$ cat src/rtl/mem_access_ctrl.sv
// Load/store controller between a datapath FSM and a 16-bit byte-addressed memory.
// Aligned accesses take one memory cycle; misaligned words are split into two byte accesses or rejected.
module mem_access_ctrl #(
  parameter int ALIGN_SPLIT = 1
) (
  input  logic        clk,
  input  logic        reset,
  input  logic        req,
  input  logic        we,
  input  logic        size,
  input  logic [15:0] addr,
  input  logic [15:0] wdata,
  output logic        ready,
  output logic        done,
  output logic [15:0] rdata,
  output logic        err,
  output logic [15:0] mem_addr,
  output logic [15:0] mem_in,
  output logic        mem_write,
  output logic        mem_size,
  input  logic [15:0] mem_out,
  output logic [1:0]  dbg_state
);

  // Handshake: a request is taken at the posedge where req=1 and ready=1;
  // done pulses for one cycle when the access completes, with err for a rejected one.

  typedef enum logic [1:0] {IDLE = 2'd0, ACC1 = 2'd1, ACC2 = 2'd2, DONE = 2'd3} state_t;

  state_t      state;
  logic        l_we;
  logic        l_split;
  logic [15:0] l_addr;
  logic [7:0]  l_hi;
  logic [7:0]  lo_byte;
  logic        mem_write_q;
  logic        mis_in;

  assign mis_in    = size & addr[0];
  assign ready     = (state == IDLE);
  assign dbg_state = state;

  // Reset gates the strobe immediately so an access aborted mid-cycle never reaches the negedge.
  assign mem_write = mem_write_q | ~reset;

  always_ff @(posedge clk) begin
    if (!reset) begin
      state       <= IDLE;
      done        <= 1'b0;
      err         <= 1'b0;
      rdata       <= 16'h0000;
      mem_write_q <= 1'b1;
      mem_addr    <= 16'h0000;
      mem_in      <= 16'h0000;
      mem_size    <= 1'b1;
      l_we        <= 1'b0;
      l_split     <= 1'b0;
      l_addr      <= 16'h0000;
      l_hi        <= 8'h00;
      lo_byte     <= 8'h00;
    end else begin
      case (state)
        IDLE: begin
          done <= 1'b0;
          err  <= 1'b0;
          if (req) begin
            l_we    <= we;
            l_split <= mis_in;
            l_addr  <= addr;
            l_hi    <= wdata[15:8];
            if (mis_in && (ALIGN_SPLIT == 0)) begin
              state <= DONE;
              done  <= 1'b1;
              err   <= 1'b1;
            end else begin
              state       <= ACC1;
              mem_addr    <= addr;
              mem_size    <= size & ~mis_in;
              mem_write_q <= ~we;
              if (!we)
                mem_in <= 16'h0000;
              else if (size && !mis_in)
                mem_in <= wdata;
              else
                mem_in <= {wdata[7:0], wdata[7:0]};
            end
          end
        end
        ACC1: begin
          if (l_split) begin
            state       <= ACC2;
            lo_byte     <= mem_out[7:0];
            mem_addr    <= l_addr + 16'd1;
            mem_size    <= 1'b0;
            mem_write_q <= ~l_we;
            mem_in      <= l_we ? {l_hi, l_hi} : 16'h0000;
          end else begin
            if (!l_we)
              rdata <= mem_out;
            state       <= DONE;
            done        <= 1'b1;
            mem_addr    <= 16'h0000;
            mem_in      <= 16'h0000;
            mem_size    <= 1'b1;
            mem_write_q <= 1'b1;
          end
        end
        ACC2: begin
          // Byte reads come back sign-extended; only the raw bytes are kept.
          if (!l_we)
            rdata <= {mem_out[7:0], lo_byte};
          state       <= DONE;
          done        <= 1'b1;
          mem_addr    <= 16'h0000;
          mem_in      <= 16'h0000;
          mem_size    <= 1'b1;
          mem_write_q <= 1'b1;
        end
        default: begin
          state <= IDLE;
          done  <= 1'b0;
          err   <= 1'b0;
        end
      endcase
    end
  end

endmodule

$ cat config.mk
export PLATFORM = sky130hd
export DESIGN_NAME = mem_access_ctrl
export DESIGN_NICKNAME = d
export VERILOG_FILES = /design/src/rtl/mem_access_ctrl.sv
export SDC_FILE = /design/constraint.sdc
export NUM_CORES = 1
export LEC_CHECK = 0
export BUFFER_PORTS_ARGS = -buffer_cell sky130_fd_sc_hd__buf_4
export CORE_MARGIN = 2
export CORE_UTILIZATION = 30
export DETAILED_ROUTE_END_ITERATION = 8
export PLACE_DENSITY_LB_ADDON = 0.05
export SKIP_LAST_GASP = 1
export SYNTH_ARGS = -nofsm -noshare
export SYNTH_HDL_FRONTEND = slang
export SYNTH_SLANG_ARGS = --single-unit
$ cat constraint.sdc
create_clock -name clk -period 5.3 [get_ports clk]
set_input_delay 0.795 -clock clk [delete_from_list [all_inputs] [get_ports clk]]
set_output_delay 0.795 -clock clk [all_outputs]
set_load 0.02 [all_outputs]
==> results by group, run 1 <==
Outcome
  • Run status: finished clean

Route
  • DR iter-0 viols: 163
  • Vias: 3549
  • Post-route ant nets: 0
  • Pre-antenna DRT Iters: 4
  • Post-DR wirelength/cell: 15.3 um
  • Vias/cell: roughly 4.9
  • Post-route DRC: 0
  • Drt total wl: between 10000 and 15000 um

Synth
  • Gate Count Post-Synth: about 470
  • Synthesized area: 0.00387 mm2
  • Ranking of synthesized cells by area: dfxtp_1 (45%), nand2_1 (9.0%), a21oi_1 (6.7%), mux2i_1 (4.4%), o21ai_0 (3.9%)
  • Post-synth net total: between 500 and 600
  • Yosys cell types: 38
  • Syn_area_per_cell: 8.30 um2
  • Count leader, synth: nand2_1
  • Post-synthesis async set-or-reset flop share: 0%
  • Primary FF master, synth: dfxtp_1
  • Warnings, synthesis: 0
  • Post-synth EDFFs: 0
  • Sequential fraction of the synthesis area: 44.9%
  • Post-synth top cells: nand2_1 (93), dfxtp_1 (87), a21oi_1 (52), nor2_1 (38), o21ai_0 (30)
  • Yosys reg bits: between 80 and 90
  • Post-synth top area cell: dfxtp_1
  • Area share of the largest cell type after synthesis: 44.9%

Finish
  • Nets@finish: approximately 610
  • Area Overhead vs Synth: 30.0%
  • # fillers: 1322
  • Share of layout cells above drive strength 1: 25.5%
  • Ant diodes: 0

Timing
  • Relative slew slack: 17.5%
  • Slack of the critical path: approximately 2900 ps
  • Final worst-path cycle share: 45.1%
  • Final setup violation count: 0
  • Max frequency: 418 MHz
  • Final TNS setup: 0 ps
  • Final hold viol count: 0
  • Slew Limit Fails: 0
  • Tmin final: 2390 ps
  • RSZ-0062 raised after global routing: no
  • Clk_skew: about 3.2 ps
  • Pin slew with the least headroom to its limit: 1240 ps

Placed design
  • DP HPWL: 7120 um
  • # port buffers: 106
  • Setup WS pre-CTS: 2650 ps
  • RePlAce Congestion: ~0.73

Clocking
  • Clock Latency Late Sink: 340 ps
  • Root Driver: clkbuf_16
  • Clock buffer depth: 2
  • CTS HTree Levels: 3
  • CTS tree: built
  • Clock buffer count from CTS: 9
  • # resized after CTS: 0
  • Clk slew on worst S/H paths: 60 ps
  • Post-CTS Setup Inserts: 0
  • Clk sinks: 87
  • Hold-fix buffers at CTS: 0

Global route
  • Pin count of the biggest net entering global routing: 56
  • First-pass GRT wire length: 17500 um
  • Antenna violations before repair: 0
  • Congestion Overflow GR: 0
  • GRT Overall Usage: 16.0%
  • Vias in the first global route: 3371

Power and ir drop
  • Sw Share: 40.0%
  • Combinational share of power: 43.6%
  • Max rail drop VDD: 295 uV
  • Net Sw Power: about 1.1 mW
  • P_int: 1.70 mW
  • Lkg Pwr: 2.03 nW
  • Clock Power Share: between 20% and 30%
  • PD cells: 563 mW/mm2
  • Final Power: 2.84 mW
  • Flop pwr share: 34.1%

Die
  • Core ar.: 0.0126 mm2
  • Die ar.: 0.0138 mm2
  • Vert. Die Dim: between 100 and 150 um
  • Starting density of the core: 30.7%
  • Io pins: 108
  • Die Wd: 118 um
  • Cell row count: 41

Worst setup path
  • Startpoint types: flip-flop
  • CP Class: reg -> reg
  • Worst EP required: approximately 5500 ps
  • Worst path bufs/invs: 2
  • Slowest-stage cell, CP: ha_1
  • Cell family with most CP delay: adder cells
  • Ordered cell list for the critical path: inv_1 -> ha_1 -> nand2b_1 -> a21oi_2 -> buf_4 -> nor2_1 -> a211oi_1
  • Setup crit end kind: flip-flop
  • Worst Path Arrival: around 2600 ps
  • Max FO, Critical Path: 32
  • CP peak stage delay: 890 ps

Min path
  • Worst hold path type: reg -> reg

Flow run
  • Max_cap viols: 0
## path summary, 6_finish.rpt
path	startpoint	end	slack [ps]	cells past startpoint
worst max-delay path	dbg_state[0]$_SDFFE_PN0P_	rdata[15]$_SDFFE_PN0P_	2910	7
worst min-delay path	lo_byte[1]$_SDFFE_PN0P_	lo_byte[1]$_SDFFE_PN0P_	450	2
worst max register to register	dbg_state[0]$_SDFFE_PN0P_	rdata[15]$_SDFFE_PN0P_	2910	7
worst min register to register	lo_byte[1]$_SDFFE_PN0P_	lo_byte[1]$_SDFFE_PN0P_	450	2
## tightest hold or removal path, delay by kind of cell, from the launching register on
kind,cells,cell delay [ps]
DFF,1,310
AOI/OAI and AO/OA,1,50
and+or+nand+nor,1,50
## flip-flops by register name (all words and copies together), names as in the netlist, 2 cells and up
| signal | count |
|---|---|
| mem_addr | 16 |
| l_addr | 16 |
| mem_in | 16 |
| dbg_state | 2 |
| l_hi | 8 |
| rdata | 16 |
| lo_byte | 8 |
## through the flow
| step | utilization (%) | hold WS, ps | cells | instance area [um2] |
|---|---|---|---|---|
| after floorplan | - | 436 | 467 | 3870 |
| after global placement | 37.6 | 441 | 712 | 4750 |
| after detailed placement | 37.6 | 446 | 712 | 4750 |
| after CTS | 39.9 | 455 | 728 | 5040 |
| after global routing | 39.9 | 471 | 728 | 5040 |
| final | 39.9 | 452 | 728 | 5040 |
## placed cells by master, fill, tap and decap left out, types with 10 or more instances in the layout
cell      instances
mux2i_1          17
xor2_1           10
a221oi_1         14
nand2_1          93
a211oi_1         18
nor2_1           38
buf_4           108
dfxtp_1          87
o21ai_0          30
a21oi_1          52
## power groups by stage
stage | clock network [mW] | registers, mW | logic [mW]
floorplan | 0 | 1.14 | 0.644
global placement | 0 | 0.977 | 1.24
detailed placement | 0 | 0.981 | 1.25
CTS | 0.657 | 0.969 | 1.26
global route | 0.683 | 0.990 | 1.36
finish | 0.634 | 0.966 | 1.24
## area by class of cell
cell class                      instances  area [um2]  share of cell area [%]
Clock buffer                           12         246                    4.89
Sequential cell                        87        1740                    34.6
Clock inverter                          4        45.0                   0.894
Timing Repair Buffer                  108         811                    16.1
Multi-Input combinational cell        337        1950                    38.7
Inverter                                8        30.0                   0.596
Tap cell                              172         215                    4.27
## cells by family after synthesis
kind of cell	Yosys count	synth area share [%]
buf+inv	43	4.81
fa+ha+maj	5	1.61
xor+xnor	14	3.16
compound gates	130	20.1
mux	25	6.72
flops	87	44.9
simple gates	162	18.5
other cells	1	0.0968
## routing by layer
metal	part of all wire (%)	up-vias	wire length [um]	GRT usage (%)
met5	0	-	0	0
met4	0.97	0	108	3.84
met3	4.9	8	544	5.33
met2	48	80	5330	27.4
met1	46	1673	5130	19.2
li1	-	1788	-	-
No activity file was read; power rests on OpenSTA's default activity.
==> inputs of run 2 (changes only) <==
--- a/config.mk
+++ b/config.mk
@@ -5,6 +5,7 @@
 export SDC_FILE = /design/constraint.sdc
 export NUM_CORES = 1
 export LEC_CHECK = 0
+export ABC_AREA = 1
 export BUFFER_PORTS_ARGS = -buffer_cell sky130_fd_sc_hd__buf_4
 export CORE_MARGIN = 2
 export CORE_UTILIZATION = 30
==> constraint.sdc (replaced) <==
create_clock -name clk -period 2.1 [get_ports clk]
set_input_delay 0.315 -clock clk [delete_from_list [all_inputs] [get_ports clk]]
set_output_delay 0.315 -clock clk [all_outputs]
set_load 0.02 [all_outputs]
==> run 2 against run 1 <==
  * Worst setup slack got worse by 2600 ps
  * Worst hold slack got worse by 220 ps
  * First-iteration DRC count rose by 52%
  * Die area rose by 3.7%
  * Global-route usage rose by 1.4 points
  * Synthesized area rose by 3.8%
  * Non-clock buffer count rose by 9
  * Routed wire length rose by 7.7%
  * Largest cell class unchanged
==> results by group, run 2 <==
Outcome
  • Run status: finished clean

Power and ir drop
  • Combinational share of power: 46.0% (+2.4 points)
  • P_int: 4.44 mW (+160%)
  • Net Sw Power: 3.23 mW (+180%)
  • Max rail drop VDD: 494 uV (+68%)
  • PD cells: 1460 mW/mm2 (+160%)
  • Flop pwr share: 33.1% (-1.0 points)
  • Clock Power Share: 20.9% (-1.5 points)
  • Sw Share: 42.1% (+2.1 points)
  • Lkg Pwr: 2.26 nW (+11%)

Global route
  • Vias in the first global route: 3859 (+14%)
  • Congestion Overflow GR: 0 (unchanged)
  • Pin count of the biggest net entering global routing: 39 (-30%)
  • Antenna violations before repair: 0 (unchanged)
  • Routing usage on met3: 3.75% (-1.6 points)
  • GRT Overall Usage: 17.3% (+1.4 points)
  • Met2 Track Usage GR: 25.2% (-2.2 points)
  • Met1 GRT Util: 24.7% (+5.5 points)
  • First-pass GRT wire length: 19700 um (+12%)
  • Busiest layer in global routing: met2

Timing
  • Final TNS setup: 0 ps (unchanged)
  • Pin slew with the least headroom to its limit: 544 ps (-691 ps)
  • Max frequency: 570 MHz (+36%)
  • Tmin final: 1750 ps (-638 ps)
  • Final hold viol count: 0 (unchanged)
  • Relative slew slack: 63.6% (+46 points)
  • Slack of the critical path: 345 ps (-2560 ps)
  • Clk_skew: 6.15 ps (+2.90 ps)
  • Slew Limit Fails: 0 (unchanged)
  • Final setup violation count: 0 (unchanged)
  • RSZ-0062 raised after global routing: no
  • Final worst-path cycle share: 83.6% (+38 points)

Clocking
  • CTS tree: built
  • Root Driver: clkbuf_16
  • Clock buffer count from CTS: 9 (unchanged)
  • Clock buffer depth: 2 (unchanged)
  • Clk sinks: 87 (unchanged)
  • Clk slew on worst S/H paths: 60 ps (about the same)
  • CTS HTree Levels: 3 (unchanged)
  • Clock Latency Late Sink: 340 ps (about the same)
  • # resized after CTS: 0 (unchanged)
  • Hold-fix buffers at CTS: 0 (unchanged)
  • Post-CTS Setup Inserts: 0 (unchanged)

Synth
  • Syn_area_per_cell: 7.19 um2 (-13%)
  • Synthesized area: 0.00402 mm2 (+3.8%)
  • Ranking of synthesized cells by area: dfxtp_1 (43%), a21oi_1 (12%), o21ai_0 (11%), nand2_1 (7.5%), inv_1 (5.0%)
  • Count leader, synth: a21oi_1
  • Post-synth top cells: a21oi_1 (93), dfxtp_1 (87), o21ai_0 (87), nand2_1 (80), inv_1 (54)
  • Warnings, synthesis: 0 (unchanged)
  • Yosys cell types: 28 (-26%)
  • Post-synth net total: 618 (+18%)
  • Post-synth EDFFs: 0 (unchanged)
  • Area share of the largest cell type after synthesis: 43.3% (-1.7 points)
  • Post-synth top area cell: dfxtp_1
  • Sequential fraction of the synthesis area: 43.3% (-1.7 points)
  • Gate Count Post-Synth: 560 (+20%)
  • Primary FF master, synth: dfxtp_1
  • Post-synthesis async set-or-reset flop share: 0% (unchanged)
  • Yosys reg bits: 87 (unchanged)

Die
  • Starting density of the core: 30.5% (-0.20 points)
  • Die ar.: 0.0144 mm2 (+3.7%)
  • Vert. Die Dim: 120 um (+1.8%)
  • Core ar.: 0.0132 mm2 (+4.5%)
  • Cell row count: 42 (+2.4%)
  • Die Wd: 120 um (+1.8%)
  • Io pins: 108 (unchanged)

Route
  • Vias: 3918 (+10%)
  • Post-DR wirelength/cell: 14.3 um (-6.2%)
  • Vias/cell: 4.69 (-3.9%)
  • DR iter-0 viols: 247 (+52%)
  • Post-route DRC: 0 (unchanged)
  • Post-route ant nets: 0 (unchanged)
  • Pre-antenna DRT Iters: 4 (unchanged)
  • Drt total wl: 12000 um (+7.7%)

Placed design
  • Setup WS pre-CTS: 355 ps (-2290 ps)
  • Area post-placement: 0.00495 mm2 (+4.3%)
  • RePlAce Congestion: 0.789 (+8.5%)
  • DP HPWL: 8390 um (+18%)
  • # port buffers: 106 (unchanged)

Min path
  • Worst hold path type: in -> reg

Finish
  • Area Overhead vs Synth: 30.5%
  • Commonest non-fill, non-tap cell in the layout: buf_4
  • Commonest non-fill, non-tap cells in the layout: buf_4 (116), a21oi_1 (93), o21ai_0 (87), dfxtp_1 (87), nand2_1 (80)
  • Final Instance Area: 0.00525 mm2 (+4.2%)
  • Share of layout cells above drive strength 1: 22.1% (-3.4 points)
  • Nets@finish: 713 (+17%)
  • Ant diodes: 0 (unchanged)

Worst setup path
  • Startpoint types: flip-flop
  • Worst Path Arrival: 2030 ps (-610 ps)
  • Max FO, Critical Path: 16 (-50%)
  • Slowest-stage cell, CP: dfxtp_1
  • CP peak stage delay: 400 ps (-490 ps)
  • Worst EP required: 2380 ps (-3160 ps)
  • CP Class: reg -> reg
  • Ordered cell list for the critical path: inv_1 -> ha_1 -> inv_2 -> nor2_4 -> buf_4 -> o21a_1 -> o21ai_0 -> a21oi_1
  • Setup crit end kind: flip-flop

Flow run
  • Max_cap viols: 0 (unchanged)
[run 2: changes by cell type in the layout (fill, tap and decap cells not counted), sizes merged, moves of 9 or more]
cell and change:
o21ai +62, inv +49, a21oi +41, nand3 +31, a211oi -18, mux2i -17, a221oi -14, o211ai +12
nor2 +10, xor2 -10, buf +9, nand2 -9
[run 2: path summary, 6_finish.rpt]
kind,start,end,slack [ps],cells past startpoint
worst max-delay path,dbg_state[0]$_SDFFE_PN0P_,mem_addr[4]$_SDFFE_PN0P_,350,8
worst min-delay path,addr[4],l_addr[4]$_SDFFE_PN0P_,230,3
worst max register to register,dbg_state[0]$_SDFFE_PN0P_,mem_addr[4]$_SDFFE_PN0P_,350,8
worst min register to register,l_hi[1]$_SDFFE_PN0P_,l_hi[1]$_SDFFE_PN0P_,460,2
[run 2: power groups by stage]
stage / clock network (mW) / registers [mW] / logic (mW)
3_5_place_dp: 0 / 2.57 / 3.59
3_3_place_gp: 0 / 2.57 / 3.56
5_1_grt: 1.71 / 2.61 / 3.93
4_1_cts: 1.65 / 2.54 / 3.60
2_1_floorplan: 0 / 3.00 / 1.86
6_report: 1.60 / 2.54 / 3.53
[run 2: cells by family after synthesis]
kind of cell	share of synthesized area (%)
fa+ha+maj	1.55
simple gates	18.7
flops	43.3
buf+inv	10.0
compound gates	26.3
other cells	0.0932
[run 2: critical path: cells and delay by family, from the launching register on]
family,cells,cell delay (ps)
AO/OA/AOI/OAI,3,380
adder cells (fa/ha/maj),1,350
buffers and inverters,3,420
flip-flops,1,400
AND/OR/NAND/NOR,1,130
[run 2: layer usage]
metal / routed length [um] / vias to the layer above / part of all wire [%]
li1: - / 2064 / -
met1: 6140 / 1733 / 51
met2: 5030 / 111 / 42
met3: 674 / 10 / 5.6
met4: 140 / 0 / 1.2
met5: 0 / - / 0
[run 2: layout make-up]
| type | instances | area [um2] |
|---|---|---|
| inverter | 57 | 221 |
| clock buffer | 14 | 284 |
| timing repair buffer | 117 | 891 |
| multi-input combinational | 383 | 1880 |
| tap | 176 | 220 |
| fill | 1417 | 7940 |
| clock inverter | 2 | 12.5 |
| sequential | 87 | 1740 |
[run 2: through the flow]
| stage | util [%] | hold slack [ps] | cells | total power [mW] |
|---|---|---|---|---|
| 6_report | 39.8 | 233 | 836 | 7.66 |
| 5_1_grt | 39.8 | 258 | 836 | 8.24 |
| 4_1_cts | 39.8 | 223 | 836 | 7.79 |
| 3_5_place_dp | 37.6 | 448 | 820 | 6.16 |
| 3_3_place_gp | 37.6 | 443 | 820 | 6.13 |
| 2_1_floorplan | - | 430 | 560 | 4.86 |
